**src/rtl/pe_pkg.sv**
```systemverilog
// Shared types and arithmetic helpers for the row-stationary PE.
package pe_pkg;

  localparam int unsigned PE_MAX_K = 5;
  localparam int unsigned PE_K_W   = $clog2(PE_MAX_K + 1);
  localparam int unsigned SAT_W    = 64;

  typedef enum logic [2:0] {
    S_IDLE, S_LOAD_F, S_FILL, S_WAIT_X, S_MAC, S_ADD, S_EMIT
  } pe_row_state_t;

  function automatic int unsigned clamp_k(input int unsigned k, input int unsigned max_k);
    if (k == 0)     return 1;
    if (k > max_k)  return max_k;
    return k;
  endfunction

  // Adds two w-bit signed values held sign-extended in SAT_W bits (w < SAT_W).
  function automatic logic signed [SAT_W-1:0] sat_add(input logic signed [SAT_W-1:0] a,
                                                      input logic signed [SAT_W-1:0] b,
                                                      input int unsigned w,
                                                      input logic sat);
    logic signed [SAT_W-1:0] sum, hi, lo;
    sum = a + b;
    hi  = (64'sd1 <<< (w - 1)) - 64'sd1;
    lo  = -hi - 64'sd1;
    if (sat) begin
      if (sum > hi) return hi;
      if (sum < lo) return lo;
      return sum;
    end
    return (sum <<< (SAT_W - w)) >>> (SAT_W - w);
  endfunction

endpackage

```
**src/rtl/pe_mult_pipe.sv**
```systemverilog
// Signed DATA_WIDTH x DATA_WIDTH multiplier with MULT_LAT register stages and a valid sideband.
module pe_mult_pipe #(
  parameter int DATA_WIDTH = 16,
  parameter int MULT_LAT   = 2
) (
  input  logic                           clk,
  input  logic                           rstn,
  input  logic                           in_valid_i,
  input  logic signed [DATA_WIDTH-1:0]   a_i,
  input  logic signed [DATA_WIDTH-1:0]   b_i,
  output logic                           out_valid_o,
  output logic signed [2*DATA_WIDTH-1:0] p_o
);

  logic [MULT_LAT:1]                vld_pipe;
  logic signed [2*DATA_WIDTH-1:0]   prod_pipe [1:MULT_LAT];

  always_ff @(posedge clk or negedge rstn) begin
    if (!rstn) begin
      vld_pipe <= '0;
      for (int i = 1; i <= MULT_LAT; i++) prod_pipe[i] <= '0;
    end else begin
      vld_pipe[1]  <= in_valid_i;
      prod_pipe[1] <= a_i * b_i;
      for (int i = 2; i <= MULT_LAT; i++) begin
        vld_pipe[i]  <= vld_pipe[i-1];
        prod_pipe[i] <= prod_pipe[i-1];
      end
    end
  end

  assign out_valid_o = vld_pipe[MULT_LAT];
  assign p_o         = prod_pipe[MULT_LAT];

endmodule

```
**src/rtl/pe_row_mac.sv**
```systemverilog
// Row-stationary PE: stationary filter taps, sliding 1-D ifmap window, serial MAC,
// one partial sum (ipsum + dot product) per window.
module pe_row_mac import pe_pkg::*; #(
  parameter int DATA_WIDTH = 16,
  parameter int ACC_WIDTH  = 40,
  parameter int MAX_K      = PE_MAX_K,
  parameter int LEN_WIDTH  = 8,
  parameter int MULT_LAT   = 2,
  localparam int KW        = $clog2(MAX_K + 1)
) (
  input  logic                         clk,
  input  logic                         rstn,
  input  logic                         cfg_start,
  input  logic [KW-1:0]                cfg_k,
  input  logic [LEN_WIDTH-1:0]         cfg_len,
  input  logic                         cfg_sat,
  input  logic                         fltr_valid,
  output logic                         fltr_ready,
  input  logic signed [DATA_WIDTH-1:0] fltr_data,
  input  logic                         ifmap_valid,
  output logic                         ifmap_ready,
  input  logic signed [DATA_WIDTH-1:0] ifmap_data,
  input  logic                         ipsum_valid,
  output logic                         ipsum_ready,
  input  logic signed [ACC_WIDTH-1:0]  ipsum_data,
  output logic                         opsum_valid,
  input  logic                         opsum_ready,
  output logic signed [ACC_WIDTH-1:0]  opsum_data,
  output logic                         busy,
  output logic                         done
);

  localparam int CW = $clog2(MAX_K + MULT_LAT + 1);

  pe_row_state_t                 state_q, state_d;
  logic [KW-1:0]                 k_q, ld_cnt_q;
  logic [LEN_WIDTH-1:0]          len_q, out_cnt_q;
  logic [CW-1:0]                 cyc_q;
  logic                          sat_q, done_q;
  logic signed [DATA_WIDTH-1:0]  fltr_q [MAX_K];
  logic signed [DATA_WIDTH-1:0]  win_q  [MAX_K];
  logic signed [ACC_WIDTH-1:0]   acc_q, res_q, res_d, prod_ext;
  logic signed [SAT_W-1:0]       sum_w;

  logic                          mul_iv, mul_ov;
  logic signed [DATA_WIDTH-1:0]  mul_a, mul_b;
  logic signed [2*DATA_WIDTH-1:0] mul_p;

  logic f_hs, x_hs, p_hs, o_hs;
  logic last_tap, last_fill, last_cyc, last_out;

  assign f_hs = fltr_valid  & fltr_ready;
  assign x_hs = ifmap_valid & ifmap_ready;
  assign p_hs = ipsum_valid & ipsum_ready;
  assign o_hs = opsum_valid & opsum_ready;

  assign last_tap  = (ld_cnt_q == k_q - KW'(1));
  assign last_fill = (ld_cnt_q == k_q - KW'(2));
  assign last_cyc  = (cyc_q == CW'(k_q) + CW'(MULT_LAT - 1));
  assign last_out  = (out_cnt_q + LEN_WIDTH'(1) == len_q);

  assign busy       = (state_q != S_IDLE);
  assign done       = done_q;
  assign opsum_data = res_q;

  always_comb begin
    state_d     = state_q;
    fltr_ready  = 1'b0;
    ifmap_ready = 1'b0;
    ipsum_ready = 1'b0;
    opsum_valid = 1'b0;
    case (state_q)
      S_IDLE:   if (cfg_start && cfg_len != '0) state_d = S_LOAD_F;
      S_LOAD_F: begin
        fltr_ready = 1'b1;
        if (f_hs && last_tap) state_d = (k_q == KW'(1)) ? S_WAIT_X : S_FILL;
      end
      S_FILL: begin
        ifmap_ready = 1'b1;
        if (x_hs && last_fill) state_d = S_WAIT_X;
      end
      S_WAIT_X: begin
        ifmap_ready = 1'b1;
        if (x_hs) state_d = S_MAC;
      end
      S_MAC:    if (last_cyc) state_d = S_ADD;
      S_ADD: begin
        ipsum_ready = 1'b1;
        if (p_hs) state_d = S_EMIT;
      end
      S_EMIT: begin
        opsum_valid = 1'b1;
        if (o_hs) state_d = last_out ? S_IDLE : S_WAIT_X;
      end
      default:  state_d = S_IDLE;
    endcase
  end

  // Tap t of the current window is issued on MAC cycle t.
  always_comb begin
    mul_a = '0;
    mul_b = '0;
    for (int i = 0; i < MAX_K; i++) begin
      if (CW'(i) == cyc_q) begin
        mul_a = win_q[i];
        mul_b = fltr_q[i];
      end
    end
  end

  assign mul_iv   = (state_q == S_MAC) && (cyc_q < CW'(k_q));
  assign prod_ext = {{(ACC_WIDTH-2*DATA_WIDTH){mul_p[2*DATA_WIDTH-1]}}, mul_p};

  always_comb begin
    sum_w = sat_add({{(SAT_W-ACC_WIDTH){acc_q[ACC_WIDTH-1]}}, acc_q},
                    {{(SAT_W-ACC_WIDTH){ipsum_data[ACC_WIDTH-1]}}, ipsum_data},
                    ACC_WIDTH, sat_q);
    res_d = sum_w[ACC_WIDTH-1:0];
  end

  pe_mult_pipe #(.DATA_WIDTH(DATA_WIDTH), .MULT_LAT(MULT_LAT)) u_mult (
    .clk         (clk),
    .rstn        (rstn),
    .in_valid_i  (mul_iv),
    .a_i         (mul_a),
    .b_i         (mul_b),
    .out_valid_o (mul_ov),
    .p_o         (mul_p)
  );

  always_ff @(posedge clk or negedge rstn) begin
    if (!rstn) begin
      state_q   <= S_IDLE;
      k_q       <= '0;
      ld_cnt_q  <= '0;
      len_q     <= '0;
      out_cnt_q <= '0;
      cyc_q     <= '0;
      sat_q     <= 1'b0;
      done_q    <= 1'b0;
      acc_q     <= '0;
      res_q     <= '0;
      for (int i = 0; i < MAX_K; i++) begin
        fltr_q[i] <= '0;
        win_q[i]  <= '0;
      end
    end else begin
      state_q <= state_d;
      done_q  <= 1'b0;
      // Window slides toward index 0; the newest sample lands at K-1.
      if (x_hs) begin
        for (int i = 0; i < MAX_K - 1; i++)
          if (KW'(i + 1) < k_q) win_q[i] <= win_q[i+1];
        for (int i = 0; i < MAX_K; i++)
          if (KW'(i + 1) == k_q) win_q[i] <= ifmap_data;
      end
      case (state_q)
        S_IDLE: if (cfg_start) begin
          k_q       <= KW'(clamp_k(32'(cfg_k), MAX_K));
          len_q     <= cfg_len;
          sat_q     <= cfg_sat;
          ld_cnt_q  <= '0;
          out_cnt_q <= '0;
          done_q    <= (cfg_len == '0);
        end
        S_LOAD_F: if (f_hs) begin
          for (int i = 0; i < MAX_K; i++)
            if (KW'(i) == ld_cnt_q) fltr_q[i] <= fltr_data;
          ld_cnt_q <= last_tap ? '0 : ld_cnt_q + KW'(1);
        end
        S_FILL:   if (x_hs) ld_cnt_q <= ld_cnt_q + KW'(1);
        S_WAIT_X: if (x_hs) begin
          cyc_q <= '0;
          acc_q <= '0;
        end
        S_MAC: begin
          cyc_q <= cyc_q + CW'(1);
          if (mul_ov) acc_q <= acc_q + prod_ext;
        end
        S_ADD:    if (p_hs) res_q <= res_d;
        S_EMIT:   if (o_hs) begin
          out_cnt_q <= out_cnt_q + LEN_WIDTH'(1);
          done_q    <= last_out;
        end
        default: ;
      endcase
    end
  end

endmodule

```
**config.mk**
```make
export PLATFORM = sky130hd
export DESIGN_NAME = pe_row_mac
export DESIGN_NICKNAME = d
export VERILOG_FILES = /design/src/rtl/pe_pkg.sv /design/src/rtl/pe_mult_pipe.sv /design/src/rtl/pe_row_mac.sv
export SDC_FILE = /design/constraint.sdc
export NUM_CORES = 1
export LEC_CHECK = 0
export ABC_AREA = 0
export CORE_MARGIN = 2
export CORE_UTILIZATION = 55
export DETAILED_ROUTE_END_ITERATION = 12
export HOLD_SLACK_MARGIN = 0.02
export PLACE_DENSITY = 0.78
export REMOVE_ABC_BUFFERS = 1
export SYNTH_ARGS = -nofsm -noshare
export SYNTH_HDL_FRONTEND = slang
export SYNTH_SLANG_ARGS = --single-unit
```
**constraint.sdc**
```tcl
create_clock -name clk -period 8.87 [get_ports clk]
set_clock_uncertainty 0.2 [all_clocks]
set_input_delay 1.3305 -clock clk [delete_from_list [all_inputs] [get_ports clk]]
set_output_delay 1.3305 -clock clk [all_outputs]
set_load 0.01 [all_outputs]
```
* Word-level counts from Yosys, hierarchy flattened *
Index checks and enable logic that the tools add are counted.

operators by class
  add/sub/neg operators = 8
  multiply operators = 1
  div/mod/pow operators = 0
  order comparisons = 8
  eq/ne operators = 35
  shift-type cells = 0
  mux-type cells = 71
  bitwise logic cells = 4
  reductions and logical operators = 36

operators by type and width
  kind                                                                                count
  40-bit two-way mux                                                                  8
  16-bit two-way mux                                                                  18
  40-bit case mux with 2 select lines                                                 1
  3-bit two-way mux                                                                   15
  40-bit by 40-bit adder with 41-bit output                                           1
  41-bit by 40-bit greater-than comparator with 1-bit output (second input constant)  1
  41-bit by 40-bit less-than comparator with 1-bit output (second input constant)     1
  40-bit by 32-bit adder with 40-bit output                                           1
  16-bit by 16-bit multiplier with 32-bit output                                      1
  1-bit two-way mux                                                                   21
  3-bit case mux with 7 select lines                                                  1
  3-bit AND reduction                                                                 7
  2-bit inequality test (second input constant)                                       10
  2-bit by 3-bit equality test with 1-bit output (first input constant)               6
  8-bit two-way mux                                                                   2
  8-bit case mux with 2 select lines                                                  1
  2-bit AND reduction                                                                 8
  3-bit equality test (first input constant)                                          4
  3-bit zero test                                                                     4
  2-bit nonzero test                                                                  6
  3-bit by 1-bit adder with 3-bit output (second input constant)                      3
  1-bit by 3-bit equality test with 1-bit output (first input constant)               3
  3-bit equality test                                                                 3
  3-bit equality test (second input constant)                                         3
  24 further kinds                                                                    34

storage, ports and cells
  register bits = 336
  latch bits = 0
  memory bits (writable) = 0
  ROM bits = 0
  output and inout bits = 46
  logic and storage cells = 186
  memories kept = 0

* Logic depth before layout (Yosys ltp) *
  depth after elaboration = 10
  depth in mapped cells = 34
  depth with buffers taken out = 31

* Hierarchy *
Synthesis repeated with hierarchy kept, for this count alone.

second synthesis, totals
  cells, all modules = 3123
  area, all modules = 29158.0 um^2

modules (own cells, without submodules)
  module        instances  cells an instance  area an instance (um^2)  seq. area each (um^2)
  pe_row_mac    1          1885               17162.7                  6756.5
  pe_mult_pipe  1          1238               11995.3                  1651.6

* Least setup slack after synthesis *
No wires, ideal clock.

  path type = reg-to-reg
  start point = register cyc_q[1]
  end point = register u_mult.prod_pipe[63] in the netlist's numbering
  setup time = 0.124 ns
  arrival = 7.478 ns
  required time = 8.546 ns
  path slack = 1.068 ns
  cell stages (with the launch flop) = 33
  buffers on the path = 2
  path through = dfrtp_1 -> inv_1 -> ha_1 -> nor3b_1 -> clkbuf_1 -> a221oi_1 -> nor3_1 -> a21oi_1 -> a21oi_1 -> clkbuf_1 -> nand2_1 -> fa_1 -> inv_1 -> fa_1 -> inv_1 -> fa_1 -> inv_1 -> fa_1 -> fa_1 -> inv_1 -> fa_1 -> inv_1 -> ha_1 -> a21o_1 -> a21oi_1 -> nor2_1 -> nand4bb_1 -> o21a_1 -> nand2_1 -> o21ai_0 -> a311oi_1 -> a21oi_1 -> xnor2_1

on the way
  longest elaborated chain between the ends = 7
  elaborated cells on any way between the ends = 16
  those cells by class = 1 x mul; 4 x eq/ne; 10 x mux; 1 x reduce/logical

RTL lines
  what                                                RTL line            source
  start: declaration                                  pe_row_mac.sv:38    logic [CW-1:0] cyc_q;
  start signal: assignment                            pe_row_mac.sv:177   cyc_q <= cyc_q + CW'(1);
  3-bit zero test                                     pe_row_mac.sv:104   if (CW'(i) == cyc_q) begin
  16-bit two-way mux (5 in a row)                     pe_row_mac.sv:104
  16-bit by 16-bit multiplier with 32-bit output (*)  pe_mult_pipe.sv:24  prod_pipe[1] <= a_i * b_i;
  end signal: indexed assignment                      pe_mult_pipe.sv:27  prod_pipe[i] <= prod_pipe[i-1];
  end: declaration                                    pe_mult_pipe.sv:16  logic signed [2*DATA_WIDTH-1:0] prod_pipe [1:MULT_LAT];

Mark *: on every way between the ends. The rest lies on a longest branch, timed or not.
A chain may end at the register's enable or synchronous reset.

* Worst setup path after layout *
Same ends and word-level chain as after synthesis.

==> impl_metrics.env <==
export IMPL_crit_path_start_kind="flip-flop"
export IMPL_route_detailed_drc=0
export IMPL_die_area_um2=52900
export IMPL_seq_area_frac_synth_pct=29.9
export IMPL_ys_ff_latch=336
export IMPL_drt_total_wl_um=73200
export IMPL_core_um2=50300
export IMPL_synth_ff_type="dfrtp_1"
export IMPL_post_cts_buffers=0
export IMPL_use_met2_pct=49.0
export IMPL_synthCells=2991
export IMPL_syn_to_final_growth_pct=13.1
export IMPL_rr_worst_depth=30
export IMPL_grt_pass1_wl_um=121000
export IMPL_insertion_delay_ps=570
export IMPL_max_slew_worst_pin_slew_ps=1200
export IMPL_fmax_ghz=0.121
export IMPL_yosys_warnings=0
export IMPL_drtPass1Iterations=5
export IMPL_fin_ws_ps=598
export IMPL_diodes=0
export IMPL_drv_cap=0
export IMPL_min_period_over_period_pct=93.3
export IMPL_slowest_delay_ps=540
export IMPL_routed_via_count=22241
export IMPL_antenna_found_initial=0
export IMPL_postRouteAntennaNets=0
export IMPL_grt_max_degree=187
export IMPL_grt_use_total_pct=28.6
export IMPL_holdCritPathClass="flip-flop to flip-flop"
export IMPL_h_tree_depth=2
export IMPL_place_gp_congestion=0.967
export IMPL_rsz0062_at_grt="no"
export IMPL_clk_pin_slew_ps=70
export IMPL_crit_path_max_fanout=32
export IMPL_cp_depth=30
export IMPL_critPathTopFamily="adder cells"
export IMPL_yosys_top_cells_area="dfrtp_1 30%, fa_1 19%, ha_1 8.1%, nor2_1 4.8%, a21oi_1 4.6%"
export IMPL_synth_edf_count=0
export IMPL_grtUsageMet3_pct=3.61
export IMPL_netlist_area_um2=28100
export IMPL_cp_end_kind="flip-flop"
export IMPL_synth_top_area_cell="dfrtp_1"
export IMPL_met1_usage_pct=37.2
export IMPL_final_max_slew_viol_count=0
export IMPL_slew_limit_headroom_pct=20.1
export IMPL_busiest_layer="met2"
export IMPL_fp_row_count=82
export IMPL_min_period_ps=8270
export IMPL_synth_async_reset_ratio_pct=100
export IMPL_initial_utilization_pct=55.9
export IMPL_final_cell_mix="358 x nor2_1, 343 x inv_1, 336 x dfrtp_1"
export IMPL_fin_nets=3659
export IMPL_grt_pass1_vias=23401
export IMPL_drt_initial_drc_count=1668
export IMPL_min_path_cells=0
export IMPL_finalHoldViolations=0
export IMPL_ctsHoldBuffers=0
export IMPL_setup_viol=0
export IMPL_crit_required_ps=9100
export IMPL_hpwl_um=56100
export IMPL_drive_gt1_share_pct=9.11
export IMPL_outcome="finished, final reports clean"
export IMPL_die_height_um=230
export IMPL_cts_max_path_buffers=3
export IMPL_final_common_cell="nor2_1"
export IMPL_cts_buffers_inserted=40
export IMPL_avgSynthCellArea_um2=9.40
export IMPL_crit_path_frequent_cell="fa_1"
export IMPL_synth_top_cell_area_share_pct=29.9
export IMPL_overflow=0
export IMPL_root_buffer="clkbuf_16"
export IMPL_port_buffers=136
export IMPL_critical_path_class="flip-flop to flip-flop"
export IMPL_cts_tree="yes"
export IMPL_io_pins=137
export IMPL_routed_via_density=5.82
export IMPL_ys_types=68
export IMPL_cp_arrival_ps=8500
export IMPL_wl_per_cell_um=19.2
export IMPL_nFillCells=4177
export IMPL_crit_slowest_cell="fa_1"
export IMPL_preCtsSetupSlack_ps=323
export IMPL_cp_num_buf_inv=6
export IMPL_fp_dieW_um=230
export IMPL_numClockSinks=336
-- cell usage after synthesis (6+ instances only) --
cell type / number
nand2_2: 10
mux2i_1: 71
o21ai_0: 107
and3_1: 17
a21o_1: 74
o21a_1: 12
nor3_1: 40
inv_1: 343
a31oi_1: 12
fa_1: 264
nor3b_1: 8
a21oi_1: 260
nand2b_1: 23
nor2b_1: 15
or2_2: 12
o21ai_1: 7
xnor2_1: 81
xor2_1: 45
clkbuf_1: 98
dfrtp_1: 336
mux2_2: 97
a211oi_1: 8
a221oi_1: 39
a22o_1: 6
nor2_1: 359
o31ai_1: 7
o311ai_0: 9
and2_1: 16
a21oi_2: 10
nand4_1: 13
ha_1: 182
nand3_1: 33
nand2_1: 279
o211ai_1: 8
o21bai_1: 19
-- worst paths after layout --
check	from	end	slack [ps]
max	cyc_q[1]	u_mult.prod_pipe[63]	600
min	u_mult.prod_pipe[34]	u_mult.p_o[2]	150
max reg2reg	cyc_q[1]	u_mult.prod_pipe[63]	600
min reg2reg	u_mult.prod_pipe[34]	u_mult.p_o[2]	150
max in group asynchronous	rstn	fltr_q[74]	6440
min in group asynchronous	rstn	out_cnt_q[2]	480
-- repair_timing --
| item | 4_1_cts | 5_1_grt |
|---|---|---|
| hold endpoints to repair | 0 | 0 |
| gates resized for setup | 0 | 9 |
| setup endpoints to repair | 0 | 3 |
-- layer usage --
layer / vias to the layer above / wire (µm)
met1: 11089 / 30400
met3: 168 / 4210
met4: 0 / 2800
li1: 10223 / -
met5: - / 0
met2: 761 / 35800
-- per-stage QoR --
stage | utilization, % | area, µm² | cells | setup TNS, ps | hold WS [ps]
after floorplan | - | 27700 | 2880 | -934 | 131
after global placement | 60.5 | 30400 | 3752 | 0 | 133
after detailed placement | 60.5 | 30400 | 3752 | 0 | 135
after CTS | 63.2 | 31800 | 3823 | 0 | 148
after global routing | 63.2 | 31800 | 3823 | 0 | 155
final | 63.2 | 31800 | 3823 | 0 | 145
-- kinds of logic (layout without fill, tap and decap cells) --
group	count (synthesis)	in the layout	share of synthesized area [%]
adder cells (fa/ha/maj)	446	446	26.9
buffers and inverters	454	614	6.18
AO/OA/AOI/OAI	616	616	13.7
flip-flops	336	336	29.9
AND/OR/NAND/NOR	845	845	13.0
multiplexers	168	168	6.42
XOR/XNOR	126	126	3.93
-- worst register-to-register path: cells and delay by family (launching register included) --
family,cells,cell delay (ps)
compound gates,9,2140
flops,1,470
simple gates,6,930
fa+ha+maj,8,3740
xor+xnor,1,90
buf+inv,6,580
-- area by class of cell --
class,count,area [µm²],share of cell area (%)
clock inverters,13,166,0.524
flip-flops and latches,336,8410,26.5
well taps,672,841,2.65
inverters,343,1290,4.05
repair buffers,200,1880,5.90
multi-input cells,2201,18000,56.8
clock buffers,58,1160,3.64
-- sequential cells by signal, summed over array words and instances (netlist names), 8 cells and up --
signal and count:
u_mult.prod_pipe 32, fltr_q 80, win_q 80, out_cnt_q 8, acc_q 40, opsum_data 40, len_q 8, u_mult.p_o 32
Power is not shown: default switching activity piles up to over one toggle a cycle in this logic, so the estimate is an artifact.
